<file path="config.mk">
export PLATFORM = sky130hd
export DESIGN_NAME = logic_clock_domain_crossing_generic_write
export DESIGN_NICKNAME = d
export VERILOG_FILES = /design/src/rtl/logic_clock_domain_crossing_generic_write.sv
export SDC_FILE = /design/constraint.sdc
export NUM_CORES = 1
export LEC_CHECK = 0
export CAP_MARGIN = 20
export CORE_MARGIN = 3
export CORE_UTILIZATION = 30
export DETAILED_ROUTE_END_ITERATION = 16
export PLACE_DENSITY_LB_ADDON = 0.08
export SYNTH_ARGS = -nofsm -noshare
export SYNTH_HDL_FRONTEND = slang
export SYNTH_SLANG_ARGS = --single-unit
</file>
<file path="constraint.sdc">
create_clock -name rx_aclk -period 2.29 [get_ports rx_aclk]
set_input_delay 0.3435 -clock rx_aclk [delete_from_list [all_inputs] [get_ports rx_aclk]]
set_output_delay 0.3435 -clock rx_aclk [all_outputs]
set_load 0.005 [all_outputs]
</file>
<file path="src/rtl/logic_clock_domain_crossing_generic_write.sv">
`default_nettype none
// ============================================================================
// Module      : logic_clock_domain_crossing_generic_write
// Description : Write-side controller of the generic dual-clock FIFO. Accepts
//               an AXI4-Stream-style rx stream, drives the storage write port
//               and advances the binary write pointer. Full is derived from a
//               read pointer already synchronized into the rx domain.
// Revision    : 1.0 - initial release
// ============================================================================
module logic_clock_domain_crossing_generic_write #(
    parameter int DATA_WIDTH    = 1,
    parameter int ADDRESS_WIDTH = 3
) (
    input  logic                     rx_aclk,
    input  logic                     rx_areset,
    input  logic                     rx_tvalid,
    input  logic [DATA_WIDTH-1:0]    rx_tdata,
    output logic                     rx_tready,
    output logic                     write_enable,
    output logic [ADDRESS_WIDTH-1:0] write_pointer,
    output logic [DATA_WIDTH-1:0]    write_data,
    input  logic [ADDRESS_WIDTH-1:0] read_pointer_synced
);

    // Margin that absorbs the two-cycle lag of almost_full behind the pointers.
    localparam int ALMOST_FULL = 2;
    localparam logic [ADDRESS_WIDTH-1:0] AF_THRESHOLD =
        ADDRESS_WIDTH'((2 ** ADDRESS_WIDTH) - 1 - ALMOST_FULL);
    localparam logic [ADDRESS_WIDTH-1:0] POINTER_STEP = ADDRESS_WIDTH'(1);
    localparam logic [ADDRESS_WIDTH-1:0] DIFF_MAX     = '1;
    localparam logic [ADDRESS_WIDTH-1:0] DIFF_ZERO    = '0;

    // The 3-bit exact full compare below needs at least 3 pointer bits.
    generate
        if (ADDRESS_WIDTH < 3) begin : g_address_width_check
            $error("ADDRESS_WIDTH must be at least 3");
        end
    endgenerate

    logic [ADDRESS_WIDTH-1:0] difference;
    logic                     almost_full;
    logic                     full;
    logic [ADDRESS_WIDTH-1:0] pointer_plus_one;

    // Fill level (registered) and the coarse near-full flag derived from it.
    // almost_full resets high so the exact compare decides until levels settle.
    always_ff @(posedge rx_aclk or posedge rx_areset) begin
        if (rx_areset) begin
            difference  <= '0;
            almost_full <= 1'b1;
        end else begin
            difference  <= write_pointer - read_pointer_synced;
            almost_full <= (difference >= AF_THRESHOLD);
        end
    end

    // Exact full: only trusted while almost_full says the level is near the
    // top, where the true level lies within 8 of the threshold so 3 bits of
    // the pointers are enough to resolve it. Uses the live read pointer so a
    // freed slot re-opens rx_tready in the same cycle.
    always_comb begin
        pointer_plus_one = write_pointer + POINTER_STEP;
        full             = almost_full &&
                           (pointer_plus_one[2:0] == read_pointer_synced[2:0]);
        rx_tready        = !full;
        write_enable     = rx_tvalid && rx_tready;
        write_data       = rx_tdata;
    end

    // Binary write pointer, doubling as this cycle's storage address; wraps
    // naturally.
    always_ff @(posedge rx_aclk or posedge rx_areset) begin
        if (rx_areset) begin
            write_pointer <= '0;
        end else if (write_enable) begin
            write_pointer <= pointer_plus_one;
        end
    end

`ifdef OVL_ASSERT_ON
    logic monitor_reset_n;
    assign monitor_reset_n = ~rx_areset;

    // Level wrapping from completely full straight to empty means overflow.
    ovl_no_transition #(
        .width (ADDRESS_WIDTH),
        .msg   ("write side overflow")
    ) u_overflow_check (
        .clock       (rx_aclk),
        .reset       (monitor_reset_n),
        .enable      (1'b1),
        .test_expr   (difference),
        .start_state (DIFF_MAX),
        .next_state  (DIFF_ZERO),
        .fire        ()
    );

    // Level wrapping from empty straight to completely full means underflow.
    ovl_no_transition #(
        .width (ADDRESS_WIDTH),
        .msg   ("write side underflow")
    ) u_underflow_check (
        .clock       (rx_aclk),
        .reset       (monitor_reset_n),
        .enable      (1'b1),
        .test_expr   (difference),
        .start_state (DIFF_ZERO),
        .next_state  (DIFF_MAX),
        .fire        ()
    );
`endif

endmodule
`default_nettype wire
</file>
==> results of run 1 <==
metrics by stage:
step	cells	worst slack, ns
final	66	0.120
after global routing	66	0.0398
after CTS	66	0.114
after detailed placement	60	-0.204
after global placement	60	-0.199
after floorplan	33	0.485
cell type report:
| cell class | count | area share, % |
|---|---|---|
| Clock buffer | 4 | 4.20 |
| Inverter | 6 | 3.60 |
| Multi-Input combinational cell | 19 | 38.6 |
| Sequential cell | 7 | 28.2 |
| Tap cell | 14 | 2.80 |
| Timing Repair Buffer | 16 | 22.6 |
cells in the mapped netlist, drive strengths merged:
cell / instances / area, um^2
a21boi: 1 / 7.51
a41o: 1 / 11.3
buf: 1 / 7.51
dfrtp: 6 / 150
dfstp: 1 / 26.3
fa: 1 / 20.0
ha: 2 / 25.0
inv: 6 / 22.5
mux2: 1 / 15.0
nand2: 1 / 3.75
nor2: 1 / 3.75
o21a: 1 / 7.51
o21ai: 1 / 5.00
o31ai: 1 / 21.3
or2b: 1 / 8.76
or3b: 1 / 8.76
xnor2: 2 / 17.5
xor2: 3 / 26.3
xor3: 1 / 25.0
per-layer routing:
layer  part of all wire [%]  up-vias  GRT usage (%)  wire length [um]
met3                    4.9        0           4.24                42
li1                       -      143              -                 -
met1                     41      154           12.6               351
met5                      0        -              0                 0
met4                      0        0           3.61                 0
met2                     54        5           18.3               456
critical path, delay by kind of cell (launching register included):
kind / cells / cell delay [ns]
buffers and inverters: 3 / 0.38
DFF: 1 / 0.44
adders and majority gates: 1 / 0.24
AOI/OAI and AO/OA: 1 / 0.25
and+or+nand+nor: 1 / 0.27
flip-flops by register name, summed over array words and instances, names as in the netlist:
signal         flops
write_pointer      3
almost_full        1
difference         3
how the worst max path moves through the flow:
stage | cells after the start | slack (ns) | to
floorplan | 5 | 0.48 | write_pointer[1]
global placement | 6 | -0.20 | write_enable
detailed placement | 6 | -0.20 | write_enable
CTS | 6 | 0.11 | write_enable
global route | 5 | 0.04 | write_enable
finish | 6 | 0.12 | write_enable
report_power, final:
group          switching, uW  total (uW)  internal, uW
Combinational            205         528           323
Sequential              51.6         247           195
Clock                   48.2         115          66.7
Total                    305         889           585
kinds of logic after synthesis:
group / synth area share (%)
simple gates: 6.06
mux: 3.64
fa+ha+maj: 10.9
xor+xnor: 16.7
flops: 42.7
buf+inv: 7.27
compound gates: 12.7
what timing repair did:
action	4_1_cts	5_1_grt
gates resized for setup	9	0
hold endpoints to repair	0	0
buffers inserted	2	0
endpoints found under the setup margin	2	0
==> results.yml, run 1 <==
run_status:
  status: "finished, final reports clean"
setup_path:
  timing.critical_path.cells: "inv_2 -> ha_4 -> or2b_4 -> o31ai_4 -> inv_1 -> dlygate4sd2_1"
  r2r-end: "write_pointer[2]"
  worstPathMaxFanout: 3
  number_of_cells_traversed_by_the_worst_register_to_register_path: 6
  cp-end-kind: "primary output"
  setup.reg_to_reg.worst_slack_ns: 0.39
  worst_path_max_delay_cell: "dfrtp_1"
  slowest_delay_ns: 0.44
  cp.arrival_ns: 1.83
  worst_setup_path_startpoint: "write_pointer[0]"
  critPathKind: "reg -> out"
  critical_path_required_time_ns: 1.95
  critical_path.startpoint_type: "register"
  crit-reg2reg-launch: "write_pointer[0]"
layout:
  most-common-layout-cells: "clkdlybuf4s50_1 (7), dfrtp_1 (6), buf_4 (6)"
  final_layout_net_count: 63
  multi_input_area_um2: 241
  layout-drive-gt1-share_pct: 36.5
  fin_util_pct: 52.1
  mostFrequentLayoutCell: "clkdlybuf4s50_1"
  fillerInstances: 110
  regArea_um2: 176
  design_area_um2: 626
  area_grow_syn2layout_pct: 51.5
  antenna-diode-count: 0
yosys:
  synthesis.area_per_instance_um2: 12.5
  syn-cell-area_um2: 413
  post_synth_inst_count: 33
  synthesized_netlist_net_count: 43
  synth_sequential_area_ratio_pct: 42.7
  synth-warning-count: 0
  synthesis_stage_register_bit_count: 7
  post_synth_num_cell_types: 19
die:
  core_region_area_um2: 1200
  std_cell_rows: 12
  start_util_pct: 34.4
  boundaryPins: 13
  die_y_um: 43.1
  width_of_the_die_um: 43.1
  die_area_um2: 1860
drt:
  first_iter_violations: 2
  route.detailed.wl_per_inst_um: 12.9
  postRouteWirelength_um: 850
  routed_via_density: 4.58
  drc_errors: 0
  antenna_violating_nets_post_route: 0
  firstDrtPassIters: 4
  vias_after_detailed_routing: 302
place:
  detailed_place_hpwl_um: 670
  globalplace.congestion: 0.729
  numPortBuffers: 10
  postPlaceCellArea_um2: 553
min_path:
  hold_class: "in -> async"
global_route:
  gr-usage-all-layers_pct: 11.0
  antenna_found_initial: 0
  maximum_number_of_pins_on_one_net_before_global_route_repair: 8
  globalRouteOverflowTotal: 0
  first_global_vias: 324
  first_pass_grt_wire_length_um: 1490
clocking:
  clockBufferDepth: 2
  clk_pin_slew_ns: 0.06
  postCtsHoldBufs: 0
  htree_num_levels: 1
  cts_root_buf: "clkbuf_4"
  cts_sink_cnt: 7
  clk_latency_ns: 0.25
  cts_buffers: 3
  cts_tree: "built"
timing:
  max-slew-margin-rel_pct: 81.0
  period_needed_ns: 2.17
  holdWs_ns: 0.323
  totalNegativeSetupSlack_ns: 0
  rsz_0062_raised_after_global_routing: "no"
  timing.final.hold_violations: 0
  skew_ns: 0.00556
  finalCritPeriodShare_pct: 94.8
  timing.final.setup_violations: 0
  timing_worst_slew_pin_value_ns: 0.285
  fmax_ghz: 0.461
  drv_slew: 0
pwr:
  finalPower_uw: 889
  worst_ir_drop_vdd_v: 0.000598
  cell_leakage_power_uw: 0.000286
  p_per_area_nw_per_um2: 1420
flow_run:
  timing.max_cap.violations: 0
No activity file was read; power rests on OpenSTA's default activity.
==> run 2: changes to the inputs <==
GPL_ROUTABILITY_DRIVEN = 0   (was default)
GPL_TIMING_DRIVEN = 0   (was default)
SKIP_LAST_GASP = 1   (was default)
==> run 2 against run 1 <==
Against the previous run: routed wire length is 8.2% lower; sequential cell count unchanged; first-iteration DRC count grew to 3.5 times the previous value; clock power shrank 3%; worst setup slack got worse by 0.0095 ns; register-to-register slack better by 0.09 ns; power decreased by 7.8%; count of clock-buffer cells in the layout did not move; fmax fell by 0.43%; largest power group unchanged.
==> results.yml, run 2 (synthesis results as in run 1) <==
layout:
  design_area_um2: 602
  final_layout_net_count: 61
  layout_top_registers: "difference: 3 flops, write_pointer: 3 flops, almost_full: 1 flops"
  antenna-diode-count: 0
  fin_util_pct: 50.1
  most-common-layout-cells: "clkdlybuf4s50_1 (8), inv_1 (6), dfrtp_1 (5)"
  fillerInstances: 117
  mostFrequentLayoutCell: "clkdlybuf4s50_1"
  layout-drive-gt1-share_pct: 30.0
  area_grow_syn2layout_pct: 45.8
timing:
  rsz_0062_raised_after_global_routing: "no"
  period_needed_ns: 2.18
  max-slew-margin-rel_pct: 81.3
  fmax_ghz: 0.459
  setup_ws_ns: 0.110
  skew_ns: 0.00212
  totalNegativeSetupSlack_ns: 0
  timing.final.setup_violations: 0
  finalCritPeriodShare_pct: 95.2
  drv_slew: 0
  timing_worst_slew_pin_value_ns: 0.280
  holdWs_ns: 0.317
  timing.final.hold_violations: 0
setup_path:
  crit-reg2reg-launch: "write_pointer[0]"
  cp.arrival_ns: 1.84
  worstPathMaxFanout: 4
  cp-end-kind: "primary output"
  critical_path_required_time_ns: 1.95
  critPathKind: "in -> out"
  critical_path.startpoint_type: "primary input"
  worst_setup_path_startpoint: "read_pointer_synced[0]"
die:
  core_region_area_um2: 1200
  die_area_um2: 1860
  width_of_the_die_um: 43.1
  boundaryPins: 13
  start_util_pct: 34.4
  std_cell_rows: 12
  die_y_um: 43.1
drt:
  routed_via_density: 4.41
  first_iter_violations: 7
  postRouteWirelength_um: 780
  firstDrtPassIters: 2
  drc_errors: 0
  antenna_violating_nets_post_route: 0
  route.detailed.wl_per_inst_um: 12.2
  vias_after_detailed_routing: 282
clocking:
  cts_sink_cnt: 7
  clockBufferDepth: 2
  clk_latency_ns: 0.25
  clk_pin_slew_ns: 0.05
  cts_root_buf: "clkbuf_4"
  cts_tree: "built"
  cts_buffers: 3
  htree_num_levels: 1
run_status:
  status: "finished, final reports clean"
global_route:
  first_pass_grt_wire_length_um: 1480
  first_global_vias: 319
  gr-usage-all-layers_pct: 11.5
  antenna_found_initial: 0
  maximum_number_of_pins_on_one_net_before_global_route_repair: 8
  globalRouteOverflowTotal: 0
pwr:
  worst_ir_drop_vdd_v: 0.000658
  cell_leakage_power_uw: 0.000275
  p_per_area_nw_per_um2: 1360
min_path:
  hold_class: "in -> async"
flow_run:
  timing.max_cap.violations: 0
place:
  worst_slack_placed_ns: -0.288
  postPlaceCellArea_um2: 541
  numPortBuffers: 11
  detailed_place_hpwl_um: 598
==> run 2: cell types whose count changed in the layout (fill, tap and decap cells not counted) <==
| cell | previous run | this run |
|---|---|---|
| dfrtp_1 | 6 | 5 |
| inv_1 | 5 | 6 |
| ha_4 | 2 | 1 |
| ha_1 | 0 | 1 |
| clkdlybuf4s50_1 | 7 | 8 |
| dfrtp_2 | 0 | 1 |
| buf_4 | 6 | 3 |
| inv_2 | 1 | 0 |
==> run 2: timing repair <==
action	CTS	global route
setup buffers	2	0
gates resized for setup	7	1
cloned	0	0
endpoints found under the setup margin	2	1
hold buffers	0	0
pin swaps	2	0
==> run 2: per-layer routing <==
metal	up-vias	wire length, um	track usage (%)
met3	4	71	8.90
met5	-	0	0
li1	140	-	-
met1	130	283	11.9
met4	0	21	5.42
met2	8	403	16.8
==> run 2: layout make-up <==
cell class	instances	area, um^2	area share, %
plain buffers	1	7.51	1.25
clock buffers	4	26.3	4.37
inverters	6	22.5	3.74
multi-input cells	19	229	38.0
flip-flops and latches	7	178	29.5
well taps	14	17.5	2.91
repair buffers	13	121	20.2
==> run 2: worst paths after layout <==
check,end,slack [ns],depth (start not counted)
hold / removal,difference[2],0.32,2
max in group asynchronous,almost_full,1.71,2
setup reg to reg,write_pointer[1],0.48,6
hold reg to reg,almost_full,0.45,1
setup / recovery,write_enable,0.11,6
min in group rx_aclk,almost_full,0.45,1
==> run 2: power breakdown <==
group          switching (uW)  internal [uW]
clock                    44.4           66.4
sequential               49.8            197
combinational             189            273
total                     283            537
==> run 2: metrics by stage <==
| step | power, uW | std cells |
|---|---|---|
| floorplan | 522 | 33 |
| global placement | 644 | 58 |
| detailed placement | 659 | 58 |
| CTS | 837 | 64 |
| global route | 907 | 64 |
| finish | 820 | 64 |
==> run 2: critical path, cell delays in order <==
cell and delay (ns):
clkdlybuf4s50_1 0.41, ha_1 0.29, or2b_4 0.28, o31ai_4 0.19, inv_1 0.06, dlygate4sd2_1 0.26
==> run 3: changes to the inputs <==
CAP_MARGIN = 25   (was 20)
==> results of run 3 <==
Final layout, timing and power as in run 2 (identical DEF).
